## config.mk

```make
export PLATFORM = sky130hd
export DESIGN_NAME = sobel_window_feeder_flat
export DESIGN_NICKNAME = d
export VERILOG_FILES = /design/src/rtl/sobel_window_feeder_if.sv /design/src/rtl/sobel_window_feeder.sv /design/src/flat_wrapper.sv
export SDC_FILE = /design/constraint.sdc
export NUM_CORES = 1
export LEC_CHECK = 0
export ABC_AREA = 0
export BUFFER_PORTS_ARGS = -buffer_cell sky130_fd_sc_hd__buf_2
export CORE_ASPECT_RATIO = 1.4
export CORE_MARGIN = 2
export CORE_UTILIZATION = 25
export CTS_CLUSTER_DIAMETER = 60
export DETAILED_ROUTE_END_ITERATION = 6
export GPL_ROUTABILITY_DRIVEN = 0
export PLACE_DENSITY = 0.44
export SLEW_MARGIN = 20
export SYNTH_ARGS = -nofsm -noshare
export SYNTH_HDL_FRONTEND = slang
export SYNTH_SLANG_ARGS = --single-unit
export TNS_END_PERCENT = 20
```

## constraint.sdc

```tcl
create_clock -name clk_i -period 5.7 [get_ports clk_i]
set_input_delay 1.14 -clock clk_i [delete_from_list [all_inputs] [get_ports clk_i]]
set_output_delay 1.14 -clock clk_i [all_outputs]
set_load 0.005 [all_outputs]
```

## src/rtl/sobel_window_feeder_if.sv

```systemverilog
// Pixel stream and window handshake between raster source, window feeder and Sobel stage.
interface sobel_window_feeder_if #(
  parameter int PIXEL_WIDTH = 8
);
  logic                   start_i;
  logic [PIXEL_WIDTH-1:0] in_px_i;
  logic                   in_valid_i;
  logic                   in_ready_o;
  logic [PIXEL_WIDTH-1:0] out_px_o;
  logic                   px_rdy_o;
  logic                   start_sobel_o;
  logic                   frame_done_o;

  modport master (
    output start_i, in_px_i, in_valid_i,
    input  in_ready_o, out_px_o, px_rdy_o, start_sobel_o, frame_done_o
  );

  modport slave (
    input  start_i, in_px_i, in_valid_i,
    output in_ready_o, out_px_o, px_rdy_o, start_sobel_o, frame_done_o
  );
endinterface

```

## src/rtl/sobel_window_feeder.sv

```systemverilog
// Buffers a raster frame in a 3-row line store and replays 3x3 windows (first column
// of a row as a full 9-pixel window, later columns as 3-pixel column updates).
module sobel_window_feeder #(
  parameter int PIXEL_WIDTH = 8,
  parameter int IMG_WIDTH   = 8,
  parameter int IMG_HEIGHT  = 8
) (
  input  logic                  clk_i,
  input  logic                  nreset_i,
  sobel_window_feeder_if.slave  bus
);
  localparam int CW    = $clog2(IMG_WIDTH);
  localparam int RW    = $clog2(IMG_HEIGHT);
  localparam int DEPTH = 3 * IMG_WIDTH;
  localparam int AW    = $clog2(DEPTH);

  typedef enum logic [2:0] {IDLE, ACCEPT, EMIT9, EMIT3, ROW_GAP, DONE} state_t;

  state_t                 state;
  logic [CW-1:0]          col;
  logic [RW-1:0]          row;
  logic [1:0]             slot;
  logic [1:0]             top_slot;
  logic [CW-1:0]          em_col;
  logic [1:0]             em_row;
  logic [3:0]             em_left;
  logic [CW-1:0]          win_col;
  logic                   win_last;
  logic                   in_ready;
  logic                   px_rdy;
  logic                   start_sobel;
  logic                   frame_done;
  logic [PIXEL_WIDTH-1:0] out_px;
  logic [PIXEL_WIDTH-1:0] line_mem [DEPTH];
  logic                   accept;

  function automatic logic [1:0] slot_add(input logic [1:0] s, input logic [1:0] d);
    logic [2:0] t;
    t = {1'b0, s} + {1'b0, d};
    return (t >= 3'd3) ? 2'(t - 3'd3) : t[1:0];
  endfunction

  function automatic logic [AW-1:0] addr_of(input logic [1:0] s, input logic [CW-1:0] c);
    return AW'(s) * AW'(IMG_WIDTH) + AW'(c);
  endfunction

  assign accept = bus.in_valid_i & in_ready;

  // Line store holds no reset: a window is only replayed once two fresh rows are in.
  always_ff @(posedge clk_i) begin
    if (accept) line_mem[addr_of(slot, col)] <= bus.in_px_i;
  end

  always_ff @(posedge clk_i or negedge nreset_i) begin
    if (!nreset_i) begin
      state       <= IDLE;
      col         <= '0;
      row         <= '0;
      slot        <= '0;
      top_slot    <= '0;
      em_col      <= '0;
      em_row      <= '0;
      em_left     <= '0;
      win_col     <= '0;
      win_last    <= 1'b0;
      in_ready    <= 1'b0;
      px_rdy      <= 1'b0;
      start_sobel <= 1'b0;
      frame_done  <= 1'b0;
      out_px      <= '0;
    end else begin
      px_rdy     <= 1'b0;
      frame_done <= 1'b0;
      case (state)
        IDLE: begin
          if (bus.start_i) begin
            state    <= ACCEPT;
            in_ready <= 1'b1;
            col      <= '0;
            row      <= '0;
            slot     <= '0;
          end
        end
        ACCEPT: begin
          if (accept) begin
            if (col == CW'(IMG_WIDTH - 1)) begin
              col  <= '0;
              row  <= (row == RW'(IMG_HEIGHT - 1)) ? '0 : row + 1'b1;
              slot <= slot_add(slot, 2'd1);
            end else begin
              col <= col + 1'b1;
            end
            // The first window pixel (oldest row) is already stored, so it leaves next cycle.
            if (row >= RW'(2) && col >= CW'(2)) begin
              in_ready    <= 1'b0;
              start_sobel <= 1'b1;
              px_rdy      <= 1'b1;
              win_col     <= col;
              win_last    <= (row == RW'(IMG_HEIGHT - 1));
              top_slot    <= slot_add(slot, 2'd1);
              em_row      <= 2'd1;
              if (col == CW'(2)) begin
                state   <= EMIT9;
                em_col  <= '0;
                em_left <= 4'd8;
                out_px  <= line_mem[addr_of(slot_add(slot, 2'd1), '0)];
              end else begin
                state   <= EMIT3;
                em_col  <= col;
                em_left <= 4'd2;
                out_px  <= line_mem[addr_of(slot_add(slot, 2'd1), col)];
              end
            end
          end
        end
        EMIT9, EMIT3: begin
          if (em_left != 4'd0) begin
            px_rdy  <= 1'b1;
            out_px  <= line_mem[addr_of(slot_add(top_slot, em_row), em_col)];
            em_left <= em_left - 4'd1;
            if (em_row == 2'd2) begin
              em_row <= 2'd0;
              em_col <= em_col + 1'b1;
            end else begin
              em_row <= em_row + 2'd1;
            end
          end else if (win_col == CW'(IMG_WIDTH - 1)) begin
            start_sobel <= 1'b0;
            if (win_last) begin
              state      <= DONE;
              frame_done <= 1'b1;
            end else begin
              state <= ROW_GAP;
            end
          end else begin
            state    <= ACCEPT;
            in_ready <= 1'b1;
          end
        end
        ROW_GAP: begin
          state    <= ACCEPT;
          in_ready <= 1'b1;
        end
        DONE: state <= IDLE;
        default: state <= IDLE;
      endcase
    end
  end

  assign bus.in_ready_o    = in_ready;
  assign bus.out_px_o      = out_px;
  assign bus.px_rdy_o      = px_rdy;
  assign bus.start_sobel_o = start_sobel;
  assign bus.frame_done_o  = frame_done;
endmodule

```

## src/flat_wrapper.sv

```systemverilog
// flat-port wrapper written by rule: the top's interface ports become plain ports
module sobel_window_feeder_flat 
#(
  parameter int PIXEL_WIDTH = 8,
  parameter int IMG_WIDTH   = 8,
  parameter int IMG_HEIGHT  = 8
)
  (clk_i, nreset_i, bus_start_i, bus_in_px_i, bus_in_valid_i, bus_in_ready_o, bus_out_px_o, bus_px_rdy_o, bus_start_sobel_o, bus_frame_done_o);
  sobel_window_feeder_if #(.PIXEL_WIDTH(PIXEL_WIDTH)) bus_i ();
  input  logic clk_i;
  input  logic nreset_i;
  input wire logic [$bits(bus_i.start_i)-1:0] bus_start_i;
  input wire logic [$bits(bus_i.in_px_i)-1:0] bus_in_px_i;
  input wire logic [$bits(bus_i.in_valid_i)-1:0] bus_in_valid_i;
  output wire logic [$bits(bus_i.in_ready_o)-1:0] bus_in_ready_o;
  output wire logic [$bits(bus_i.out_px_o)-1:0] bus_out_px_o;
  output wire logic [$bits(bus_i.px_rdy_o)-1:0] bus_px_rdy_o;
  output wire logic [$bits(bus_i.start_sobel_o)-1:0] bus_start_sobel_o;
  output wire logic [$bits(bus_i.frame_done_o)-1:0] bus_frame_done_o;
  assign bus_i.start_i = bus_start_i;
  assign bus_i.in_px_i = bus_in_px_i;
  assign bus_i.in_valid_i = bus_in_valid_i;
  assign bus_in_ready_o = bus_i.in_ready_o;
  assign bus_out_px_o = bus_i.out_px_o;
  assign bus_px_rdy_o = bus_i.px_rdy_o;
  assign bus_start_sobel_o = bus_i.start_sobel_o;
  assign bus_frame_done_o = bus_i.frame_done_o;
  sobel_window_feeder #(.PIXEL_WIDTH(PIXEL_WIDTH), .IMG_WIDTH(IMG_WIDTH), .IMG_HEIGHT(IMG_HEIGHT)) u_core (.clk_i(clk_i), .nreset_i(nreset_i), .bus(bus_i));
endmodule
```

### Word level (Yosys, flattened, before mapping)

Memory sizes are Yosys's and may differ from the RTL's.
Cells that the tools add are included.

* flip-flop bits (word level): 38
* RAM bits: 192
* input bits: 12
* output and inout bits: 12
* logic and storage cells: 130
* memories kept: 1

* $add $sub $neg: 12
* order comparisons: 4
* equality and inequality tests: 18
* multiplexer cells: 64
* bitwise gates (word level): 1
* reduce and logical (&&, ||, !) cells: 15

Memory list
* u_core.line_mem: words 24, width 8, read ports 3, clocked after memory_dff 0, write ports 1, line sobel_window_feeder.sv:34 `logic [PIXEL_WIDTH-1:0] line_mem [DEPTH];`

Operator list (number)
* 3-bit 2-to-1 mux: 16
* 8-bit 2-to-1 mux: 4
* 1-bit 2-to-1 mux: 20
* 2-bit 2-to-1 mux: 9
* 3-bit one-hot mux with 2 select lines: 3
* 4-bit 2-to-1 mux: 4
* 8-bit one-hot mux with 2 select lines: 1
* 5-bit by 3-bit adder with 5-bit output: 3
* 3-bit equality test (second input constant): 4
* 3-bit by 2-bit >= comparator with 1-bit output (second input constant): 4
* 2-bit by 1-bit != test with 1-bit output (second input constant): 6
* 3-bit one-hot mux with 4 select lines: 1
* 4-bit AND reduction: 3
* 5-bit AND reduction: 2
* 3-bit by 1-bit adder with 3-bit output (second input constant): 3
* 3-bit by 2-bit equality test with 1-bit output (second input constant): 3
* 2-bit one-hot mux with 2 select lines: 2
* 4-bit one-hot mux with 2 select lines: 1
* 4-bit nonzero test: 2
* 2-bit != test (second input constant): 3
* 3-bit AND reduction: 2
* 6-bit AND reduction: 1
* 1-bit one-hot mux with 2 select lines: 2
* 1-bit one-hot mux with 4 select lines: 1
* 12 further kinds: 14

### Longest topological paths before layout

An unclocked memory read counts as a cell.

* depth after elaboration: 9
* depth in mapped cells: 12
* depth with buffers taken out: 10

### Least setup slack after synthesis

No wires, ideal clock.

* path type: reg2reg
* start: register u_core.em_row[0]
* end: register u_core.out_px[3] (netlist: u_core.bus.out_px_o[3])
* library setup time: 0.118 ns
* arrival: 2.600 ns
* required time: 5.582 ns
* path slack: 2.982 ns
* cell stages (with the launch flop): 11
* buffers on the path: 0
* clock period less this slack: 2.718 ns
* cell sequence: dfrtp_1 -> ha_1 -> inv_1 -> fa_1 -> inv_1 -> ha_1 -> nor3b_1 -> a2bb2oi_1 -> a2111oi_0 -> a32o_1 -> a21o_1

* cells in the longest elaborated chain, start to end: 7
* elaborated cells between the ends (all ways): 8
* those cells by class: add/sub: 3; order compare: 1; mux: 3; memory: 1

Ends and longest elaborated chain
* from (decl): line sobel_window_feeder.sv:25 `logic [1:0] em_row;`
* from (signal assigned): line sobel_window_feeder.sv:125 `em_row <= em_row + 2'd1;`
* 2-bit by 2-bit adder with 3-bit output *: line sobel_window_feeder.sv:39 `t = {1'b0, s} + {1'b0, d};`
* 3-bit by 2-bit >= comparator with 1-bit output or 2-bit subtractor (tied branches): line sobel_window_feeder.sv:40 `return (t >= 3'd3) ? 2'(t - 3'd3) : t[1:0];`
* 2-bit 2-to-1 mux *: line sobel_window_feeder.sv:40
* 5-bit by 3-bit adder with 5-bit output *: line sobel_window_feeder.sv:44 `return AW'(s) * AW'(IMG_WIDTH) + AW'(c);`
* memory read 24 x 8 bit *
* 8-bit 2-to-1 mux *: line sobel_window_feeder.sv:117 `if (em_left != 4'd0) begin`
* 8-bit one-hot mux with 2 select lines *: line sobel_window_feeder.sv:74 `case (state)`
* to (signal assigned): line sobel_window_feeder.sv:106 `out_px <= line_mem[addr_of(slot_add(slot, 2'd1), '0)];`
* to (signal assigned): line sobel_window_feeder.sv:111 `out_px <= line_mem[addr_of(slot_add(slot, 2'd1), col)];`
* to (signal assigned): line sobel_window_feeder.sv:119 `out_px <= line_mem[addr_of(slot_add(top_slot, em_row), em_col)];`
* to (decl): line sobel_window_feeder.sv:33 `logic [PIXEL_WIDTH-1:0] out_px;`

Mark *: on every way between the ends. The rest lies on a longest branch, timed or not. The select of a mux whose other input is x is not followed.
A chain may end at the register's enable or synchronous reset.

### Final worst setup path

* start: register u_core.em_row[0]
* end: register u_core.out_px[0] (netlist: u_core.bus.out_px_o[0])

The elaborated chain is that of the path after synthesis.

==> run_results.csv <==
group,metric,value,unit
placed_design,dp_hpwl,22540,um
critical_path,worstSetupPathType,"reg2reg",
floorplan,die_h,256.5,um
global_routing,grt_max_degree,45,
global_routing,gr-total-overflow,0,
sta,hold_slack,514.6,ps
pwr,pwr-share-seq,0.338,
placed_design,post_dp_cell_area,12080,um2
sta,fin_crit,3443,ps
route,wl,32680,um
clock_tree,insertion_delay,530,ps
clock_tree,cts_sinks,230,
critical_path,critPathSlowestCell,"a2bb2oi_1",
route,num_vias,6743,
critical_path,arrival,3870,ps
synth,synthArstFlopShare,0.1652,
route,drt_iter0_drc,402,
sta,timing.final.crit_share,0.6040,
critical_path,worstPathCellList,"ha_1 -> inv_1 -> fa_1 -> inv_1 -> ha_1 -> nor3b_1 -> a2bb2oi_1 -> a2111oi_0 -> a32o_1 -> a21o_1",
clock_tree,post-cts-setup-buffers,0,
final_layout,drive_gt1_frac,0.2354,
pwr,p_int,4.283,mW
critical_path,cp-start-kind,"flip-flop",
sta,slew_violations,0,
route,drtPass1Iterations,5,
clock_tree,clockBufferDepth,3,
synth,ys_dominant_reg_cell,"edfxtp_1",
sta,totalNegativeSetupSlack,0,ps
pwr,power_density,544.5,nW/um2
hold_path,hold_path_depth,2,
clock_tree,cts_resized,0,
global_routing,grt_pass1_vias,7206,
synth,synth_seq_cells,230,
synth,syn-cell-area,11380,um2
synth,synth_edf_count,192,
critical_path,rr_worst_depth,10,
synth,synth_area_leaders,"edfxtp_1, mux4_2, dfrtp_1",
final_layout,syn2layout_area_growth,13.34,%
synth,synth_warnings,0,
global_routing,grt_pass1_wl,48370,um
final_layout,fillers,4495,
placed_design,dp_slack,2262,ps
clock_tree,clockRootBuffer,"clkbuf_16",
floorplan,row_count,92,
clock_tree,clk_pin_slew,60,ps
final_layout,layout_commonest_cell,"edfxtp_1",
sta,rsz0062_at_grt,"no",
sta,worstMarginPinSlew,1056,ps
pwr,ir_drop,0.1887,mV
route,drc,0,
critical_path,worstPathRequired,6130,ps
clock_tree,cts_hold_buf,0,
floorplan,fp.dieW,184.3,um
sta,fin_skew,18.02,ps
floorplan,start_util,0.2529,
final_layout,seq_area,6724,um2
hold_path,hold_path_class,"reg2reg",
final_layout,layout.cells.most_common_list,"edfxtp_1, mux4_2, nand2_1",
critical_path,max_stage_delay,870,ps
floorplan,io-pin-count,24,
global_routing,grt_usage,0.1400,
synth,yosysSeqAreaShare,0.5901,
clock_tree,tritoncts,"yes",
pwr,clockPowerShare,0.234,
floorplan,die_area,47280,um2
final_layout,design_area,12900,um2
synth,postSynthAreaPerCell,15.83,um2
global_routing,antenna_found_initial,0,
critical_path,end_kind,"flip-flop",
job,drv_cap,0,
final_layout,antennaDiodeCount,0,
placed_design,portBuffers,23,
sta,setup_viol,0,
synth,yosysUniqueCellTypes,59,
pwr,switching_share,0.3902,
clock_tree,cts_max_level,1,
synth,yosys.area.top_type,"edfxtp_1",
synth,synthCells,719,
sta,slew_headroom,0.2936,
synth,synth_fp_nets,747,
sta,hold_violations,0,
final_layout,nNetsFinal,763,
final_layout,multiInputGateArea,4337,um2
route,avgRoutedWirePerCell,23.97,um
pwr,switchingPower,2.741,mW
route,ant_nets,0,
pwr,p_leak,4.177,nW
sta,max_freq,290.5,MHz
clock_tree,cts_buffers,24,
route,via_per_inst,4.947,
pwr,comb_power_share,0.428,
critical_path,worst-path-max-fanout,9,
synth,yosysTopAreaCellShare,0.5065,
sta,finalWorstSetupSlack,2257,ps
floorplan,core-area,45010,um2
status,outcome,"finished, final reports clean",
cells by family after synthesis:
| group | after synthesis | share of synthesized area |
|---|---|---|
| multiplexers | 134 | 0.2199 |
| AO/OA/AOI/OAI | 117 | 0.07211 |
| flip-flops | 230 | 0.5901 |
| adder cells (fa/ha/maj) | 16 | 0.01825 |
| buffers and inverters | 61 | 0.03056 |
| AND/OR/NAND/NOR | 161 | 0.06915 |
registers in the layout, indices dropped and copies added (netlist names):
signal	count
u_core.em_row	2
u_core.row	3
u_core.top_slot	2
u_core.col	3
u_core.em_col	3
u_core.em_left	4
u_core.bus.frame_done_o	1
u_core.bus.start_sobel_o	1
u_core.line_mem	192
u_core.bus.px_rdy_o	1
u_core.state	3
u_core.bus.out_px_o	8
u_core.win_col	3
u_core.slot	2
u_core.win_last	1
u_core.bus.in_ready_o	1
layout make-up:
class | count | share of cell area
clock buffers | 28 | 0.04936
clock inverters | 15 | 0.01377
inverters | 17 | 0.004946
multi-input cells | 428 | 0.3361
flip-flops and latches | 230 | 0.5212
well taps | 611 | 0.05926
repair buffers | 34 | 0.01532
Yosys cell counts, types with 5 or more instances:
| cell type | number |
|---|---|
| a211oi_1 | 10 |
| a21o_1 | 8 |
| a21oi_1 | 17 |
| a22o_1 | 6 |
| a22oi_1 | 12 |
| and3_1 | 10 |
| buf_2 | 19 |
| buf_4 | 6 |
| buf_6 | 6 |
| clkbuf_1 | 11 |
| dfrtp_1 | 38 |
| edfxtp_1 | 192 |
| ha_1 | 15 |
| inv_1 | 16 |
| mux2_2 | 9 |
| mux2i_1 | 34 |
| mux4_2 | 88 |
| nand2_1 | 43 |
| nand2b_1 | 11 |
| nand3_1 | 18 |
| nor2_1 | 40 |
| nor3_1 | 14 |
| nor3b_1 | 7 |
| o21ai_0 | 23 |
| o31ai_1 | 5 |
power by group through the flow:
stage                     clock network [mW]  registers (mW)  logic, mW
final                                   1.65            2.37       3.01
after global routing                    1.74            2.42       3.24
after CTS                               1.69            2.39       3.03
after detailed placement                   0            2.42       3.01
after global placement                     0            2.42       3.01
after floorplan                            0            2.15       2.32
path summary, 6_finish.rpt:
| kind | slack (ps) | to | from |
|---|---|---|---|
| max reg2reg | 2260 | u_core.bus.out_px_o[0] | u_core.em_row[0] |
| min | 510 | u_core.row[2] | u_core.row[2] |
| max in group asynchronous | 4290 | u_core.col[0] | nreset_i |
| max | 2260 | u_core.bus.out_px_o[0] | u_core.em_row[0] |
| min in group asynchronous | 740 | u_core.row[2] | nreset_i |
| min reg2reg | 510 | u_core.row[2] | u_core.row[2] |
metrics by stage:
step,power [mW],utilization,instances
floorplan,4.472,-,719
global placement,5.430,0.2683,1320
detailed placement,5.439,0.2685,1320
CTS,7.105,0.2866,1363
global route,7.398,0.2866,1363
finish,7.024,0.2866,1363
metal layers:
| metal | GRT usage | up-vias | wire (um) |
|---|---|---|---|
| li1 | - | 2957 | - |
| met1 | 0.1591 | 3557 | 12290 |
| met2 | 0.2579 | 168 | 17810 |
| met3 | 0.01562 | 61 | 1086 |
| met4 | 0.06667 | 0 | 1493 |
| met5 | 0 | - | 0 |
worst max-delay path, delay by kind of cell, from the launching register on:
family | cells | cell delay, ps
AND/OR/NAND/NOR | 1 | 260
adder cells (fa/ha/maj) | 3 | 940
AO/OA/AOI/OAI | 4 | 1670
buffers and inverters | 2 | 110
flip-flops | 1 | 360
(Power assumes the default switching activity.)
